==> src/rtl/fxp_pkg.sv <==
// Shared fixed-point helpers for the MAC datapath: symmetric saturation bounds,
// the saturated-value struct and the rounding constant.
package fxp_pkg;

  localparam int FXP_WMAX = 32;

  typedef struct packed {
    logic signed [FXP_WMAX-1:0] value;
    logic                       sat;
  } fxp_sat_t;

  function automatic longint FXP_MAX(input int w);
    return (longint'(1) <<< (w - 1)) - longint'(1);
  endfunction

  // Symmetric range: the most negative code is never produced.
  function automatic longint FXP_MIN(input int w);
    return -FXP_MAX(w);
  endfunction

  function automatic longint fxp_round_const(input int frac);
    return longint'(1) <<< (frac - 1);
  endfunction

endpackage

==> src/rtl/fxp_round_sat.sv <==
// Combinational 2W-bit to W-bit rescale: optional round-half-up (FXP_MAC_ROUND_EN),
// arithmetic shift by FRAC, then clamp to the symmetric Q range.
module fxp_round_sat
  import fxp_pkg::*;
#(
  parameter int W    = 16,
  parameter int FRAC = 9
) (
  input  logic signed [2*W-1:0] din,
  output logic signed [W-1:0]   dout,
  output logic                  sat
);

  localparam int XW = 2 * W + 1;
  localparam logic signed [XW-1:0] MAX_X = XW'(FXP_MAX(W));
  localparam logic signed [XW-1:0] MIN_X = XW'(FXP_MIN(W));
`ifdef FXP_MAC_ROUND_EN
  localparam logic signed [XW-1:0] RND_X = XW'(fxp_round_const(FRAC));
`endif

  logic signed [XW-1:0] rounded;
  logic signed [XW-1:0] shifted;

  // One guard bit keeps the rounding add from wrapping on the largest product.
  always_comb begin
    rounded = XW'(din);
`ifdef FXP_MAC_ROUND_EN
    rounded = rounded + RND_X;
`endif
    shifted = rounded >>> FRAC;
    sat     = 1'b0;
    dout    = shifted[W-1:0];
    if (shifted > MAX_X) begin
      dout = MAX_X[W-1:0];
      sat  = 1'b1;
    end else if (shifted < MIN_X) begin
      dout = MIN_X[W-1:0];
      sat  = 1'b1;
    end
  end

endmodule

==> src/rtl/fxp_mac_pipe.sv <==
// Four-stage signed fixed-point MAC with per-frame saturating accumulation.
// Build option FXP_MAC_ROUND_EN selects round-half-up instead of truncation in S3.
module fxp_mac_pipe
  import fxp_pkg::*;
#(
  parameter int W    = 16,
  parameter int FRAC = 9
) (
  input  logic         clk,
  input  logic         rst,
  input  logic         enable,
  input  logic         clear,
  input  logic         in_valid,
  input  logic         in_last,
  input  logic [W-1:0] A,
  input  logic [W-1:0] B,
  output logic [W-1:0] acc_data,
  output logic         out_valid,
  output logic [W-1:0] out_data,
  output logic         out_sat
);

  localparam int SW = FXP_WMAX + 1;
  localparam logic signed [SW-1:0] SUM_MAX = SW'(FXP_MAX(W));
  localparam logic signed [SW-1:0] SUM_MIN = SW'(FXP_MIN(W));

  logic signed [W-1:0]   a1, b1;
  logic                  v1, l1;
  logic signed [2*W-1:0] prod2;
  logic                  v2, l2;
  fxp_sat_t              p3;
  logic                  v3, l3;

  logic signed [W-1:0]   acc;
  logic                  first;
  logic                  frame_sat;

  logic signed [W-1:0]   rs_value;
  logic                  rs_sat;
  logic signed [W-1:0]   base;
  logic signed [SW-1:0]  sum_wide;
  logic signed [W-1:0]   sum;
  logic                  asat;

  fxp_round_sat #(.W(W), .FRAC(FRAC)) u_round_sat (
    .din  (prod2),
    .dout (rs_value),
    .sat  (rs_sat)
  );

  // S1..S3: operand capture, full-width product, rescaled product.
  always_ff @(posedge clk or posedge rst) begin
    if (rst) begin
      a1    <= '0;
      b1    <= '0;
      v1    <= 1'b0;
      l1    <= 1'b0;
      prod2 <= '0;
      v2    <= 1'b0;
      l2    <= 1'b0;
      p3    <= '0;
      v3    <= 1'b0;
      l3    <= 1'b0;
    end else if (enable) begin
      a1       <= A;
      b1       <= B;
      l1       <= in_last;
      prod2    <= (2*W)'(a1) * (2*W)'(b1);
      l2       <= l1;
      p3.value <= FXP_WMAX'(rs_value);
      p3.sat   <= rs_sat;
      l3       <= l2;
      if (clear) begin
        v1 <= 1'b0;
        v2 <= 1'b0;
        v3 <= 1'b0;
      end else begin
        v1 <= in_valid;
        v2 <= v1;
        v3 <= v2;
      end
    end
  end

  // S4 saturating add; the first sample of a frame starts from zero rather than acc.
  always_comb begin
    base     = first ? '0 : acc;
    sum_wide = SW'(base) + p3.value;
    sum      = sum_wide[W-1:0];
    asat     = 1'b0;
    if (sum_wide > SUM_MAX) begin
      sum  = SUM_MAX[W-1:0];
      asat = 1'b1;
    end else if (sum_wide < SUM_MIN) begin
      sum  = SUM_MIN[W-1:0];
      asat = 1'b1;
    end
  end

  always_ff @(posedge clk or posedge rst) begin
    if (rst) begin
      acc       <= '0;
      first     <= 1'b1;
      frame_sat <= 1'b0;
      out_valid <= 1'b0;
      out_data  <= '0;
      out_sat   <= 1'b0;
    end else if (enable) begin
      if (clear) begin
        acc       <= '0;
        first     <= 1'b1;
        frame_sat <= 1'b0;
        out_valid <= 1'b0;
      end else begin
        out_valid <= v3 && l3;
        if (v3) begin
          acc <= sum;
          if (l3) begin
            out_data  <= sum;
            out_sat   <= frame_sat | p3.sat | asat;
            frame_sat <= 1'b0;
            first     <= 1'b1;
          end else begin
            frame_sat <= frame_sat | p3.sat | asat;
            first     <= 1'b0;
          end
        end
      end
    end
  end

  assign acc_data = acc;

endmodule

==> config.mk <==
export PLATFORM = sky130hd
export DESIGN_NAME = fxp_mac_pipe
export DESIGN_NICKNAME = d
export VERILOG_FILES = /design/src/rtl/fxp_pkg.sv /design/src/rtl/fxp_round_sat.sv /design/src/rtl/fxp_mac_pipe.sv
export SDC_FILE = /design/constraint.sdc
export NUM_CORES = 1
export LEC_CHECK = 0
export BUFFER_PORTS_ARGS = -buffer_cell sky130_fd_sc_hd__buf_4
export CAP_MARGIN = 20
export CORE_UTILIZATION = 70
export DETAILED_ROUTE_END_ITERATION = 10
export PLACE_DENSITY_LB_ADDON = 0.3
export SETUP_SLACK_MARGIN = 0.2
export SLEW_MARGIN = 10
export SYNTH_ARGS = -nofsm -noshare
export SYNTH_HDL_FRONTEND = slang
export SYNTH_HIERARCHICAL = 1
export SYNTH_SLANG_ARGS = --single-unit
==> constraint.sdc <==
create_clock -name clk -period 15.8 [get_ports clk]
set_input_delay 0.79 -clock clk [delete_from_list [all_inputs] [get_ports clk]]
set_output_delay 0.79 -clock clk [all_outputs]
set_load 0.01 [all_outputs]
==> run summary <==
Max Cap Viol: 0
largest net degree at the start of global routing: 82
synth warn: 6
setup TNS: 0 ns
H-tree Lvls: 4
number of antenna violations at the first check in global routing: 0
commonest non-fill, non-tap cells in the layout: inv_1, fa_1, nand2_1, and2_1, dfrtp_1
CP Launch Type: flop
RSZ-0062 raised after global routing: false
Chip Height: 153 um
initial core utilization: 72.0%
layout cells sized above 1: 11.8%
CTS Hold Bufs: 0
hold slack: 0.370 ns
Wirelength per Cell: 19.2 um
core area: 0.0220 mm2
Required @ worst endpoint: 16.16 ns
outcome: finished, violations left
Reg clk slew, reported paths: 0.06 ns
syn_area_per_cell: 9.53 um2
Final #Nets: 2089
CP arrival: 7.47 ns
dpl hpwl: 28.9 mm
CTS Sinks: 114
DR iter-0 viols: 806
CTS tree: built
CP max FO: 17
IO Port Bufs: 71
Slowest cell on crit path: dfrtp_1
nature of the critical path endpoint: flop
final setup vio count: 0
DIE AREA: 0.0233 mm2
commonest non-fill, non-tap cell in the layout: inv_1
Final Hold Fails: 0
I/O pin cnt: 72
GR Overflow Total: 0
Setup Buffers After CTS: 0
RePlAce Congestion: 0.898
CTS resizes: 0
CTS buffer count: 17
syn nets: 2063
die width: 153 um
Hold Path Class: primary input to async pin
Residual DRC: 1
Total Wirelength: 38.1 mm
number of global-route vias before repair: 13.0k
pre-CTS setup slack: 8.75 ns
family with the most delay on the worst path: adder cells
slowest stage delay, CP: 0.83 ns
Slew headroom: 35.0%
GRT Resource Usage Total: 35.7%
failing checks: DRC
Pre-antenna DRT Iters: 9
setup ws final: 8.68 ns
n_diodes: 0
CP cell instances: and2_1 > fa_1 > fa_1 > ha_1 > inv_1 > fa_1 > inv_1 > fa_1 > inv_1 > fa_1 > inv_1 > ha_1 > a2111oi_0 > o21ai_0 > a21oi_1 > o31ai_1 > a221oi_1 > o21ai_0 > or4_1 > nand3_1
WP buf/inv: 4
clk_skew: 0.0126 ns
Synth Cell Area: 0.0159 mm2
Final min period: 7.12 ns
Setup CP Type: flop to flop
Most common cell on crit path: fa_1
Synth-to-Final Area Change: 8.09%
fin. max-slew vios: 0
fin crit share: 45.0%
Vias/cell: 6.09
first-pass GRT wire length: 65.1 mm
worst-skew pair later-pin latency: 0.43 ns
clk buf depth: 2
Root Buffer: clkbuf_16
cells after synthesis: 1664
highest clock rate: 141 MHz
Std-Cell Rows: 54
antenna viol nets, final: 0
Vias: 12.1k
Worst Tran Pin Value: 0.976 ns
==> per-stage QoR <==
stage	instances	util (%)	instance area, um2
global placement	1950	74.9	16500
global route	1983	77.8	17100
CTS	1982	77.7	17100
floorplan	1664	-	15900
finish	1983	77.8	17100
detailed placement	1950	74.9	16500
==> final cells by class <==
type / count / area (um2)
clock inverter: 13 / 171
inverter: 326 / 1230
clock buffer: 19 / 453
timing repair buffer: 76 / 591
fill: 1452 / 4890
sequential: 114 / 2850
multi-input combinational: 1155 / 11500
tap: 280 / 350
==> path summary, 6_finish.rpt <==
kind	from	to	slack, ns	cells past startpoint
setup / recovery	a1[6]$_DFFE_PP0P_	prod2[30]$_DFFE_PP0P_	8.68	20
hold / removal	rst	a1[15]$_DFFE_PP0P_	0.37	2
setup reg to reg	a1[6]$_DFFE_PP0P_	prod2[30]$_DFFE_PP0P_	8.68	20
hold reg to reg	out_data[15]$_DFFE_PP0P_	out_data[15]$_DFFE_PP0P_	0.49	2
max in group asynchronous	rst	p3[9]$_DFFE_PP0P_	14.35	4
min in group clk	out_data[15]$_DFFE_PP0P_	out_data[15]$_DFFE_PP0P_	0.49	2
==> sequential cells by signal, indices dropped and copies added (netlist names), 16 cells and up <==
register,count
a1,16
acc_data,16
b1,16
out_data,16
p3,17
prod2,23
==> layer usage <==
metal  part of all wire, %  up-vias  track usage, %
met5                     0        -               0
met4                   3.1        0            12.7
met3                   7.7      113            6.14
met2                    50      571            61.3
met1                    39     6101            45.9
li1                      -     5301               -
Power is left out: the tool's default activity adds up to more than one toggle a clock period on the data nets, which glitch-free logic cannot reach.
